==> src/rtl/debounce_pkg.sv <==
// Shared debounce definitions: FSM states and hold constants common to the
// transmit pulse generator and the matching receive filter.
package debounce_pkg;

   typedef enum logic [1:0] {
      IDLE      = 2'd0,
      HIGH      = 2'd1,
      LOW_GUARD = 2'd2
   } state_t;

   localparam int          DEF_CW   = 20;
   localparam int unsigned DEF_HOLD = 32'h0003_0D3F;

endpackage

==> src/rtl/debounce_pulse_tx_if.sv <==
// Request/pulse bundle between control logic (master) and the pulse
// transmitter (slave).
interface debounce_pulse_tx_if #(
   parameter int QW = 4
);
   logic          enable;
   logic          req;
   logic          signal_out;
   logic          busy;
   logic [QW-1:0] pend_cnt;
   logic          overflow;

   modport master (
      output enable, req,
      input  signal_out, busy, pend_cnt, overflow
   );

   modport slave (
      input  enable, req,
      output signal_out, busy, pend_cnt, overflow
   );
endinterface

==> src/rtl/hold_timer.sv <==
// Shared phase-hold counter: counts while enabled, clears synchronously,
// and flags the cycle on which the count equals the terminal value.
module hold_timer
   import debounce_pkg::*;
#(
   parameter int CW = DEF_CW
) (
   input  logic          clk,
   input  logic          reset,
   input  logic          clr,
   input  logic          en,
   input  logic [CW-1:0] tc_val,
   output logic [CW-1:0] count,
   output logic          tc
);

   always_ff @(posedge clk) begin
      if (reset || clr) begin
         count <= '0;
      end else if (en) begin
         count <= count + CW'(1);
      end
   end

   assign tc = en && (count == tc_val);

endmodule

==> src/rtl/debounce_pulse_tx.sv <==
// Turns single-cycle requests into debounce-safe pulses (HIGH_TIME high, at
// least LOW_TIME low); requests during a pulse are counted and replayed.
module debounce_pulse_tx
   import debounce_pkg::*;
#(
   parameter int unsigned HIGH_TIME = DEF_HOLD,
   parameter int unsigned LOW_TIME  = DEF_HOLD,
   parameter int          CW        = DEF_CW,
   parameter int          QW        = 4
) (
   input  logic                clk,
   input  logic                reset,
   debounce_pulse_tx_if.slave  bus
);

   localparam logic [CW-1:0] HIGH_TC  = CW'(HIGH_TIME - 1);
   localparam logic [CW-1:0] LOW_TC   = CW'(LOW_TIME - 1);
   localparam logic [QW-1:0] PEND_MAX = '1;

   state_t        state_q;
   state_t        state_d;
   logic [QW-1:0] pend_q;
   logic          sig_q;
   logic          busy_q;
   logic          ovf_q;

   logic          timer_clr;
   logic          timer_en;
   logic          tc;
   logic [CW-1:0] tc_val;
   logic [CW-1:0] timer_count;

   logic          enq;
   logic          deq;
   logic          drop;

   hold_timer #(.CW(CW)) u_timer (
      .clk    (clk),
      .reset  (reset),
      .clr    (timer_clr),
      .en     (timer_en),
      .tc_val (tc_val),
      .count  (timer_count),
      .tc     (tc)
   );

   // Terminal value depends only on the registered state, keeping tc loop-free.
   assign timer_en  = (state_q != IDLE);
   assign tc_val    = (state_q == LOW_GUARD) ? LOW_TC : HIGH_TC;
   assign timer_clr = (state_d != state_q);

   always_comb begin
      state_d = state_q;
      deq     = 1'b0;
      case (state_q)
         IDLE: begin
            if (bus.enable && (pend_q != '0)) begin
               state_d = HIGH;
               deq     = 1'b1;
            end else if (bus.enable && bus.req) begin
               state_d = HIGH;
            end
         end
         HIGH: begin
            if (tc) begin
               state_d = LOW_GUARD;
            end
         end
         LOW_GUARD: begin
            if (tc) begin
               if (bus.enable && (pend_q != '0)) begin
                  state_d = HIGH;
                  deq     = 1'b1;
               end else begin
                  state_d = IDLE;
               end
            end
         end
         default: state_d = IDLE;
      endcase
   end

   // A request is queued unless it can start a pulse directly from an empty IDLE.
   assign enq  = bus.req && bus.enable && ((state_q != IDLE) || (pend_q != '0));
   assign drop = enq && (pend_q == PEND_MAX) && !deq;

   always_ff @(posedge clk) begin
      if (reset) begin
         state_q <= IDLE;
         pend_q  <= '0;
         sig_q   <= 1'b0;
         busy_q  <= 1'b0;
         ovf_q   <= 1'b0;
      end else begin
         state_q <= state_d;
         sig_q   <= (state_d == HIGH);
         busy_q  <= (state_d != IDLE);
         ovf_q   <= drop;
         case ({enq && !drop, deq})
            2'b10:   pend_q <= pend_q + QW'(1);
            2'b01:   pend_q <= pend_q - QW'(1);
            default: pend_q <= pend_q;
         endcase
      end
   end

   always_ff @(posedge clk) begin
      if (!reset && (state_q == IDLE)) begin
         assert (timer_count == '0);
      end
   end

   assign bus.signal_out = sig_q;
   assign bus.busy       = busy_q;
   assign bus.pend_cnt   = pend_q;
   assign bus.overflow   = ovf_q;

endmodule

==> src/flat_wrapper.sv <==
// flat-port wrapper written by rule: the top's interface ports become plain ports
module debounce_pulse_tx_flat import debounce_pkg::*;
#(
   parameter int unsigned HIGH_TIME = DEF_HOLD,
   parameter int unsigned LOW_TIME  = DEF_HOLD,
   parameter int          CW        = DEF_CW,
   parameter int          QW        = 4
)
  (clk, reset, bus_enable, bus_req, bus_signal_out, bus_busy, bus_pend_cnt, bus_overflow);
  debounce_pulse_tx_if #(.QW(QW)) bus_i ();
  input  logic clk;
  input  logic reset;
  input wire logic [$bits(bus_i.enable)-1:0] bus_enable;
  input wire logic [$bits(bus_i.req)-1:0] bus_req;
  output wire logic [$bits(bus_i.signal_out)-1:0] bus_signal_out;
  output wire logic [$bits(bus_i.busy)-1:0] bus_busy;
  output wire logic [$bits(bus_i.pend_cnt)-1:0] bus_pend_cnt;
  output wire logic [$bits(bus_i.overflow)-1:0] bus_overflow;
  assign bus_i.enable = bus_enable;
  assign bus_i.req = bus_req;
  assign bus_signal_out = bus_i.signal_out;
  assign bus_busy = bus_i.busy;
  assign bus_pend_cnt = bus_i.pend_cnt;
  assign bus_overflow = bus_i.overflow;
  debounce_pulse_tx #(.HIGH_TIME(HIGH_TIME), .LOW_TIME(LOW_TIME), .CW(CW), .QW(QW)) u_core (.clk(clk), .reset(reset), .bus(bus_i));
endmodule
==> config.mk <==
export PLATFORM = sky130hd
export DESIGN_NAME = debounce_pulse_tx_flat
export DESIGN_NICKNAME = d
export VERILOG_FILES = /design/src/rtl/debounce_pkg.sv /design/src/rtl/debounce_pulse_tx_if.sv /design/src/rtl/hold_timer.sv /design/src/rtl/debounce_pulse_tx.sv /design/src/flat_wrapper.sv
export SDC_FILE = /design/constraint.sdc
export NUM_CORES = 1
export LEC_CHECK = 0
export CAP_MARGIN = 20
export CORE_MARGIN = 2
export CORE_UTILIZATION = 37
export CTS_CLUSTER_DIAMETER = 200
export CTS_CLUSTER_SIZE = 40
export DETAILED_ROUTE_END_ITERATION = 8
export GPL_ROUTABILITY_DRIVEN = 1
export HOLD_SLACK_MARGIN = 0.03
export SLEW_MARGIN = 30
export SYNTH_ARGS = -nofsm -noshare
export SYNTH_HDL_FRONTEND = slang
export SYNTH_SLANG_ARGS = --single-unit
==> constraint.sdc <==
create_clock -name clk -period 3.6 [get_ports clk]
set_input_delay 0.72 -clock clk [delete_from_list [all_inputs] [get_ports clk]]
set_output_delay 0.72 -clock clk [all_outputs]
set_load 0.02 [all_outputs]
==> results.sh, run 1 <==
export IMPL_setup_viol=0
export IMPL_min_path_type="flop to flop"
export IMPL_dp_cells=220
export IMPL_power_frac_clock_pct=31.4
export IMPL_syn_nets=175
export IMPL_synth_compound_area_share_pct=7.99
export IMPL_power_leakage_nw=0.620
export IMPL_grt_antenna_before_repair=0
export IMPL_netlist_top_cells_count="dfxtp_1 (29), nor3_1 (27), nor2_1 (13)"
export IMPL_antenna_cells=0
export IMPL_core_um2=4000
export IMPL_row_count=23
export IMPL_ctsHoldBuffers=0
export IMPL_synthSimpleGateAreaFrac_pct=30.4
export IMPL_power_density_nw_per_um2=539
export IMPL_cts_sinks=29
export IMPL_synth_top_area_share_pct=37.8
export IMPL_design_die_area_um2=4680
export IMPL_synthMuxAreaShare_pct=4.08
export IMPL_drc=0
export IMPL_finalSetupTns_ns=0
export IMPL_yosys_warnings=0
export IMPL_yosysSeqAreaShare_pct=37.8
export IMPL_synth_xor_area_share_pct=10.8
export IMPL_reg2reg_from="u_core.u_timer.count[0]"
export IMPL_die_h_um=68.4
export IMPL_worst_pin_slew_ns=0.393
export IMPL_crit_required_ns=3.77
export IMPL_cts_resized=0
export IMPL_synth_top_family_by_area="simple AND/OR/NAND/NOR gates"
export IMPL_yosysTopAreaCell="dfxtp_1"
export IMPL_syn_to_final_growth_pct=13.3
export IMPL_synthArstFlopShare_pct=0
export IMPL_drtIter0Drc=61
export IMPL_dpl_hpwl_um=2200
export IMPL_hold_viol=0
export IMPL_layout_min_cycle_time_ns=2.88
export IMPL_hold_path_depth=2
export IMPL_avgSynthCellArea_um2=9.13
export IMPL_synth_flop_cell="dfxtp_1"
export IMPL_relSlewSlack_pct=73.8
export IMPL_path_max_fanout=5
export IMPL_nets=184
export IMPL_end_kind="flop"
export IMPL_path_class="input pin to flop"
export IMPL_die_width_um=68.4
export IMPL_synth_most_common_cell="dfxtp_1"
export IMPL_r2r_setup_slack_ns=1.03
export IMPL_status="completed"
export IMPL_fin_crit_sh_pct=79.9
export IMPL_cts_root_buf="clkbuf_8"
export IMPL_cts_clk_slew_worst_paths_ns=0.07
export IMPL_num_vias=1244
export IMPL_via_per_inst=5.46
export IMPL_critPathLaunchType="input pin"
export IMPL_drtPass1Iterations=4
export IMPL_post_cts_setup_buffers=0
export IMPL_p_sw_mw=0.308
export IMPL_grt_pass1_vias=1208
export IMPL_p_seq_share_pct=41.6
export IMPL_swShare_pct=32.9
export IMPL_p_int_mw=0.629
export IMPL_cts_max_path_buffers=2
export IMPL_clock_skew_ns=0.00759
export IMPL_initial_core_util_pct=38.3
export IMPL_rr_endpoint="u_core.bus.pend_cnt[2]"
export IMPL_io_pins=11
export IMPL_gp_congestion=0.806
export IMPL_netlist_top_cells_area="dfxtp_1 (38%), nor3_1 (8.8%), xnor2_1 (6.3%)"
export IMPL_syn_area_um2=1530
export IMPL_comb_power_share_pct=27.0
export IMPL_whs_endpoint="u_core.u_timer.count[19]"
export IMPL_grt_usage_pct=15.9
export IMPL_drv_slew=0
export IMPL_synth_edf_count=0
export IMPL_fin_area_um2=1740
export IMPL_syn_inst=168
export IMPL_clkLatencyLatePin_ns=0.28
export IMPL_rsz0062_at_grt="false"
export IMPL_cts_tree="built"
export IMPL_synth_fa_ha_area_share_pct=2.45
export IMPL_fin_cells=228
export IMPL_netlist_cell_type_count=41
export IMPL_post_dp_cell_area_um2=1640
export IMPL_postRouteAntennaNets=0
export IMPL_grt_max_degree=32
export IMPL_cp_arrival_ns=3.04
export IMPL_maxCapViolCount=0
export IMPL_reg2reg_depth=11
export IMPL_cts_buffers=5
export IMPL_synth_seq_cells=29
export IMPL_h_tree_depth=2
export IMPL_hold_slack_ns=0.555
export IMPL_holdCritStartpoint="u_core.u_timer.count[19]"
export IMPL_fmax_mhz=348
export IMPL_wl_per_cell_um=13.5
export IMPL_drive_gt1_share_pct=9.55
export IMPL_grt_pass1_wl_um=5490
export IMPL_routed_wl_um=3090
export IMPL_portBuffers=10
export IMPL_irDropWorstVdd_mv=0.349
export IMPL_overflow=0
## through the flow
stage          total power [mW]  util (%)  worst slack, ns
3_3_place_gp              0.642      40.9            0.486
4_1_cts                   0.948      43.4            0.719
5_1_grt                   0.998      43.4            0.574
3_5_place_dp              0.650      40.9            0.411
2_1_floorplan             0.585         -             1.06
6_report                  0.937      43.4            0.724
## cells in the final DEF (no fill, tap or decap), types with 3 or more instances in the layout
| cell type | netlist | final |
|---|---|---|
| nand3_1 | 6 | 6 |
| xor2_1 | 8 | 8 |
| mux2i_1 | 4 | 4 |
| nand4_1 | 6 | 6 |
| inv_1 | 6 | 6 |
| nand2_1 | 7 | 7 |
| dfxtp_1 | 29 | 29 |
| a31oi_1 | 4 | 4 |
| ha_1 | 3 | 3 |
| nor2_1 | 13 | 13 |
| xnor2_1 | 11 | 11 |
| clkbuf_8 | 1 | 7 |
| clkdlybuf4s50_1 | 0 | 10 |
| and3_1 | 4 | 4 |
| nor3_1 | 27 | 27 |
| a21oi_1 | 3 | 3 |
## critical path, cell delays in order
cell	delay, ns
clkdlybuf4s50_1	0.49
or2b_2	0.34
nor4_4	0.27
a21oi_2	0.13
nor2_1	0.17
xor2_1	0.09
ha_1	0.20
and3_1	0.14
mux2i_1	0.15
mux2_1	0.33
## routing by layer
layer,track usage [%],part of all wire [%],vias to the layer above
li1,-,-,621
met1,19.4,46,593
met5,0,0,-
met4,8.00,2.5,0
met3,5.26,3.3,9
met2,25.0,48,21
## how the worst max path moves through the flow
stage                          start                     end  slack (ns)  cells past startpoint
after global placement    bus_enable  u_core.bus.pend_cnt[2]        0.49                     10
final                     bus_enable  u_core.bus.pend_cnt[2]        0.72                     10
after CTS                 bus_enable  u_core.bus.pend_cnt[2]        0.72                     10
after floorplan           bus_enable  u_core.bus.pend_cnt[2]        1.06                      9
after detailed placement  bus_enable  u_core.bus.pend_cnt[2]        0.41                     10
after global routing      bus_enable  u_core.bus.pend_cnt[2]        0.57                     10
## registers in the layout, summed over array words and instances (netlist names)
register and count:
u_core.bus.pend_cnt 4, u_core.bus.signal_out 1, u_core.state_q 2, u_core.bus.overflow 1, u_core.bus.busy 1, u_core.u_timer.count 20
## logic make-up (layout without fill, tap and decap cells)
kind of cell / after synthesis / after routing
adders and majority gates: 3 / 3
DFF: 29 / 29
and+or+nand+nor: 79 / 79
xor gates and xnor gates: 19 / 19
AOI/OAI and AO/OA: 16 / 16
buffers and inverters: 16 / 26
muxes: 6 / 6
## final cells by class
| type | count | area (um^2) |
|---|---|---|
| Fill cell | 374 | 2260 |
| Clock inverter | 1 | 5.00 |
| Sequential cell | 29 | 581 |
| Timing Repair Buffer | 12 | 115 |
| Multi-Input combinational cell | 123 | 856 |
| Clock buffer | 7 | 96.3 |
| Tap cell | 50 | 62.6 |
| Inverter | 6 | 22.5 |
## power by group through the flow
stage	Combinational [mW]	Clock (mW)	Sequential [mW]
after global routing	0.281	0.322	0.395
after CTS	0.255	0.304	0.389
after floorplan	0.186	0	0.399
final	0.253	0.294	0.390
after detailed placement	0.254	0	0.396
after global placement	0.249	0	0.393
Note: power is estimated with default switching activity, not from simulation.
==> inputs of run 2 (changes only) <==
- clock period: 3.6 -> 2.6 ns (I/O delays scaled with it)
==> run 2 against run 1 <==
  * Critical path depth unchanged
  * Routed wire length down 0.75%
  * Combinational power rose by 59%
  * Sequential share of layout area decreased by 0.68 points
  * Highest routed layer unchanged
  * Cell area rose by 2.1%
  * Cell count increased by 3.1%
  * Die area unchanged
==> results.sh, run 2 (synthesis results as in run 1) <==
export IMPL_status="completed"
export IMPL_layout_common_cells="dfxtp_1 (29), nor3_1 (27), nor2_1 (12)"
export IMPL_hold_path_depth=2
export IMPL_power_leakage_nw=0.641
export IMPL_wl_per_cell_um=13.0
export IMPL_register_area_um2=581
export IMPL_drc=0
export IMPL_grt_pass1_wl_um=5390
export IMPL_power_density_nw_per_um2=726
export IMPL_via_per_inst=5.23
export IMPL_worst_pin_slew_ns=0.378
export IMPL_finalSetupTns_ns=0
export IMPL_drive_gt1_share_pct=11.9
export IMPL_use_met3_pct=5.10
export IMPL_path_max_fanout=3
export IMPL_h_tree_depth=2
export IMPL_design_die_area_um2=4680
export IMPL_setup_ws_ns=0.103
export IMPL_clock_skew_ns=0.00488
export IMPL_multi_input_area_um2=861
export IMPL_routed_wl_um=3060
export IMPL_core_um2=4000
export IMPL_layout_min_cycle_time_ns=2.50
export IMPL_end_kind="flop"
export IMPL_die_width_um=68.4
export IMPL_crit_slowest_cell="clkdlybuf4s50_1"
export IMPL_gr_usage_met2_pct=23.7
export IMPL_cts_max_path_buffers=2
export IMPL_fillers=400
export IMPL_gp_congestion=0.775
export IMPL_path_class="input pin to flop"
export IMPL_holdCritStartpoint="u_core.u_timer.count[5]"
export IMPL_slowest_delay_ns=0.48
export IMPL_min_path_type="flop to flop"
export IMPL_grt_antenna_before_repair=0
export IMPL_drtPass1Iterations=4
export IMPL_crit_family="simple AND/OR/NAND/NOR gates"
export IMPL_row_count=23
export IMPL_reg2reg_from="u_core.u_timer.count[7]"
export IMPL_ctsHoldBuffers=0
export IMPL_top_register="u_core.u_timer.count"
export IMPL_grt_pass1_vias=1148
export IMPL_r2r_setup_slack_ns=0.15
export IMPL_cts_clk_slew_worst_paths_ns=0.06
export IMPL_relSlewSlack_pct=74.6
export IMPL_irDropWorstVdd_mv=0.419
export IMPL_post_place_ws_ns=-0.303
export IMPL_hold_viol=0
export IMPL_reg2reg_depth=9
export IMPL_crit_chain="clkdlybuf4s50_1 > or2b_4 > nor4_4 > a21oi_2 > nor2_2 > xor2_1 > ha_1 > and3_1 > mux2i_1 > mux2_1"
export IMPL_drv_slew=0
export IMPL_utilization_pct=44.4
export IMPL_die_h_um=68.4
export IMPL_initial_core_util_pct=38.3
export IMPL_rr_endpoint="u_core.bus.pend_cnt[2]"
export IMPL_grt_usage_pct=15.7
export IMPL_overflow=0
export IMPL_grt_met1_usage_pct=20.1
export IMPL_whs_endpoint="u_core.u_timer.count[5]"
export IMPL_setup_viol=0
export IMPL_critPathLaunchType="input pin"
export IMPL_postRouteAntennaNets=0
export IMPL_antenna_cells=0
export IMPL_crit_required_ns=2.77
export IMPL_cts_buffers=5
export IMPL_portBuffers=10
export IMPL_path_buf_inv=1
export IMPL_grt_max_degree=28
export IMPL_io_pins=11
export IMPL_drtIter0Drc=67
export IMPL_cts_root_buf="clkbuf_8"
export IMPL_fin_crit_sh_pct=96.0
export IMPL_syn_to_final_growth_pct=15.7
export IMPL_cp_arrival_ns=2.66
export IMPL_cts_sinks=29
export IMPL_busiest_layer="met2"
export IMPL_fmax_mhz=400
export IMPL_final_common_cell="dfxtp_1"
export IMPL_nets=191
export IMPL_largest_reg_flops=20
export IMPL_cts_tree="built"
export IMPL_clkLatencyLatePin_ns=0.28
export IMPL_num_vias=1230
export IMPL_maxCapViolCount=0
export IMPL_dpl_hpwl_um=2170
-- run 2: cell count changes in the layout (fill, tap and decap cells not counted), sizes merged --
| cell | before | now |
|---|---|---|
| buf | 2 | 9 |
| clkbuf | 7 | 8 |
| clkinv | 1 | 0 |
-- run 2: where the power goes --
group / total, mW / leakage [nW] / switching, mW / internal, mW
combinational: 0.403 / 0.366 / 0.216 / 0.187
clock: 0.355 / 0.0395 / 0.165 / 0.190
sequential: 0.530 / 0.235 / 0.0502 / 0.480
total: 1.29 / 0.641 / 0.432 / 0.856
-- run 2: layer usage --
layer | share of wire, % | vias up
li1 | - | 629
met1 | 50 | 583
met2 | 45 | 12
met3 | 3.0 | 6
met4 | 2.0 | 0
met5 | 0 | -
-- run 2: worst min-delay path, delay by kind of cell (launching register included) --
kind	cells	cell delay (ns)
xor+xnor	1	0.14
flops	1	0.31
simple gates	1	0.05
-- run 2: timing repair --
action                     in CTS  in global routing
gates resized for setup         1                  1
setup endpoints to repair       1                  1
pin swaps                       0                  2
setup buffers                   0                  1
-- run 2: stage by stage --
step / hold slack [ns] / std cells / instance area, um^2 / power [mW]
floorplan: 0.515 / 168 / 1530 / 0.809
CTS: 0.557 / 234 / 1760 / 1.28
global placement: 0.538 / 226 / 1680 / 0.918
global route: 0.580 / 235 / 1770 / 1.36
detailed placement: 0.548 / 226 / 1680 / 0.928
finish: 0.551 / 235 / 1770 / 1.29
-- run 2: final cells by class --
class                   count  share of cell area (%)
clock buffers               8                    4.51
well taps                  50                    3.53
inverters                   6                    1.27
repair buffers             19                    9.45
multi-input cells         123                    48.5
flip-flops and latches     29                    32.7
-- run 2: how the worst max path moves through the flow --
stage | from | endpoint | slack, ns | cells after the start
after CTS | bus_enable | u_core.bus.pend_cnt[2] | 0.03 | 10
after detailed placement | bus_enable | u_core.bus.pend_cnt[2] | -0.30 | 10
after floorplan | u_core.u_timer.count[0] | u_core.bus.pend_cnt[2] | 0.22 | 12
after global routing | bus_enable | u_core.bus.pend_cnt[2] | -0.01 | 10
after global placement | bus_enable | u_core.bus.pend_cnt[2] | -0.25 | 10
final | bus_enable | u_core.bus.pend_cnt[2] | 0.10 | 10
==> inputs of run 3 (changes only) <==
- PLACE_DENSITY: unset -> 0.54
==> run 3 against run 2 <==
  * Critical endpoint unchanged
  * Register-to-register slack is essentially flat
  * Clock skew rose by 0.0063 ns
  * Critical path depth unchanged
  * Sequential cell count is the same
  * Worst setup slack gained 0.014 ns
  * Via count grew 1.1%
  * Largest power group unchanged
==> results.sh, run 3 (synthesis results as in run 1) <==
export IMPL_fin_area_um2=1800
export IMPL_hold_slack_ns=0.548
export IMPL_power_leakage_nw=0.656
export IMPL_drv_slew=0
export IMPL_relSlewSlack_pct=73.9
export IMPL_cp_arrival_ns=2.64
export IMPL_syn_to_final_growth_pct=17.0
export IMPL_layout_min_cycle_time_ns=2.48
export IMPL_holdCritStartpoint="u_core.u_timer.count[19]"
export IMPL_design_die_area_um2=4680
export IMPL_portBuffers=10
export IMPL_power_density_nw_per_um2=747
export IMPL_largest_reg_flops=20
export IMPL_clkLatencyLatePin_ns=0.28
export IMPL_reg2reg_from="u_core.u_timer.count[9]"
export IMPL_gp_congestion=0.718
export IMPL_path_class="input pin to flop"
export IMPL_crit_required_ns=2.76
export IMPL_fillers=390
export IMPL_multi_input_area_um2=861
export IMPL_dpl_hpwl_um=2200
export IMPL_rsz0062_at_grt="false"
export IMPL_via_per_inst=5.29
export IMPL_core_um2=4000
export IMPL_drc=0
export IMPL_grt_pass1_wl_um=5250
export IMPL_die_width_um=68.4
export IMPL_drive_gt1_share_pct=13.5
export IMPL_top_register="u_core.u_timer.count"
export IMPL_grt_usage_pct=15.5
export IMPL_r2r_setup_slack_ns=0.16
export IMPL_initial_core_util_pct=38.3
export IMPL_register_area_um2=581
export IMPL_cts_tree="built"
export IMPL_wl_per_cell_um=13.1
export IMPL_cts_root_buf="clkbuf_8"
export IMPL_fin_crit_sh_pct=95.5
export IMPL_reg2reg_depth=9
export IMPL_layout_common_cells="dfxtp_1 (29), nor3_1 (27), nor2_1 (12)"
export IMPL_min_path_type="flop to flop"
export IMPL_cts_clk_slew_worst_paths_ns=0.07
export IMPL_postRouteAntennaNets=0
export IMPL_num_vias=1244
export IMPL_path_max_fanout=3
export IMPL_hold_viol=0
export IMPL_hold_path_depth=2
export IMPL_final_common_cell="dfxtp_1"
export IMPL_maxCapViolCount=0
export IMPL_whs_endpoint="u_core.u_timer.count[19]"
export IMPL_drtIter0Drc=38
export IMPL_finalSetupTns_ns=0
export IMPL_fmax_mhz=403
export IMPL_critPathLaunchType="input pin"
export IMPL_row_count=23
export IMPL_worst_pin_slew_ns=0.391
export IMPL_irDropWorstVdd_mv=0.441
export IMPL_clock_skew_ns=0.0112
export IMPL_grt_antenna_before_repair=0
export IMPL_rr_endpoint="u_core.bus.pend_cnt[2]"
export IMPL_nets=191
export IMPL_antenna_cells=0
export IMPL_setup_viol=0
export IMPL_grt_max_degree=21
export IMPL_end_kind="flop"
export IMPL_drtPass1Iterations=4
export IMPL_status="completed"
export IMPL_h_tree_depth=2
export IMPL_routed_wl_um=3090
export IMPL_cts_buffers=5
export IMPL_die_h_um=68.4
export IMPL_io_pins=11
export IMPL_overflow=0
export IMPL_cts_sinks=29
export IMPL_post_dp_cell_area_um2=1690
export IMPL_crit_start="bus_enable"
export IMPL_grt_pass1_vias=1166
export IMPL_cts_max_path_buffers=2
-- run 3: changes by cell type in the layout (fill, tap and decap cells not counted) --
cell,previous run,this run
clkbuf_1,3,0
clkbuf_8,5,7
clkinv_2,0,1
-- run 3: per-layer routing --
layer,share of wire (%),GRT usage [%],vias up
li1,-,-,633
met1,50,18.3,587
met2,47,25.0,19
met3,2.3,5.92,5
met4,1.3,6.00,0
met5,0,0,-
-- run 3: final cells by class --
cell class | instances | share of cell area (%)
flip-flops and latches | 29 | 32.3
multi-input cells | 123 | 47.9
well taps | 50 | 3.48
repair buffers | 19 | 9.34
clock buffers | 7 | 5.37
inverters | 6 | 1.25
clock inverters | 1 | 0.279
-- run 3: worst max path at each step --
stage	to	slack, ns	cells after the start
final	u_core.bus.pend_cnt[2]	0.12	10
after global routing	u_core.bus.pend_cnt[2]	0.02	10
after CTS	u_core.bus.pend_cnt[2]	0.02	10
after detailed placement	u_core.bus.pend_cnt[2]	-0.30	10
after global placement	u_core.bus.pend_cnt[2]	-0.26	10
after floorplan	u_core.bus.pend_cnt[2]	0.22	12
-- run 3: where the power goes --
group | internal [mW] | leakage [nW] | switching, mW
clock | 0.239 | 0.0542 | 0.177
sequential | 0.479 | 0.235 | 0.0482
combinational | 0.181 | 0.367 | 0.217
total | 0.900 | 0.656 | 0.441
-- run 3: worst max-delay path, stage by stage --
cell             delay [ns]
clkdlybuf4s50_1        0.48
or2b_4                 0.29
nor4_4                 0.23
a21oi_2                0.10
nor2_2                 0.12
xor2_1                 0.08
ha_1                   0.20
and3_1                 0.14
mux2i_1                0.15
mux2_1                 0.32
-- run 3: stage by stage --
stage               setup WS [ns]  utilization (%)  std cells  total power, mW
finish                      0.117             44.9        235             1.34
detailed placement         -0.303             42.2        227            0.931
global placement           -0.262             42.2        227            0.924
global route               0.0182             44.9        235             1.41
floorplan                   0.222                -        168            0.809
CTS                        0.0242             44.8        235             1.35
-- run 3: repair_timing --
item                                    4_1_cts  5_1_grt
cloned                                        0        0
endpoints found under the setup margin        1        1
pin swaps                                     0        1
hold buffers                                  0        0
gates resized for setup                       1        1
buffers inserted                              0        0
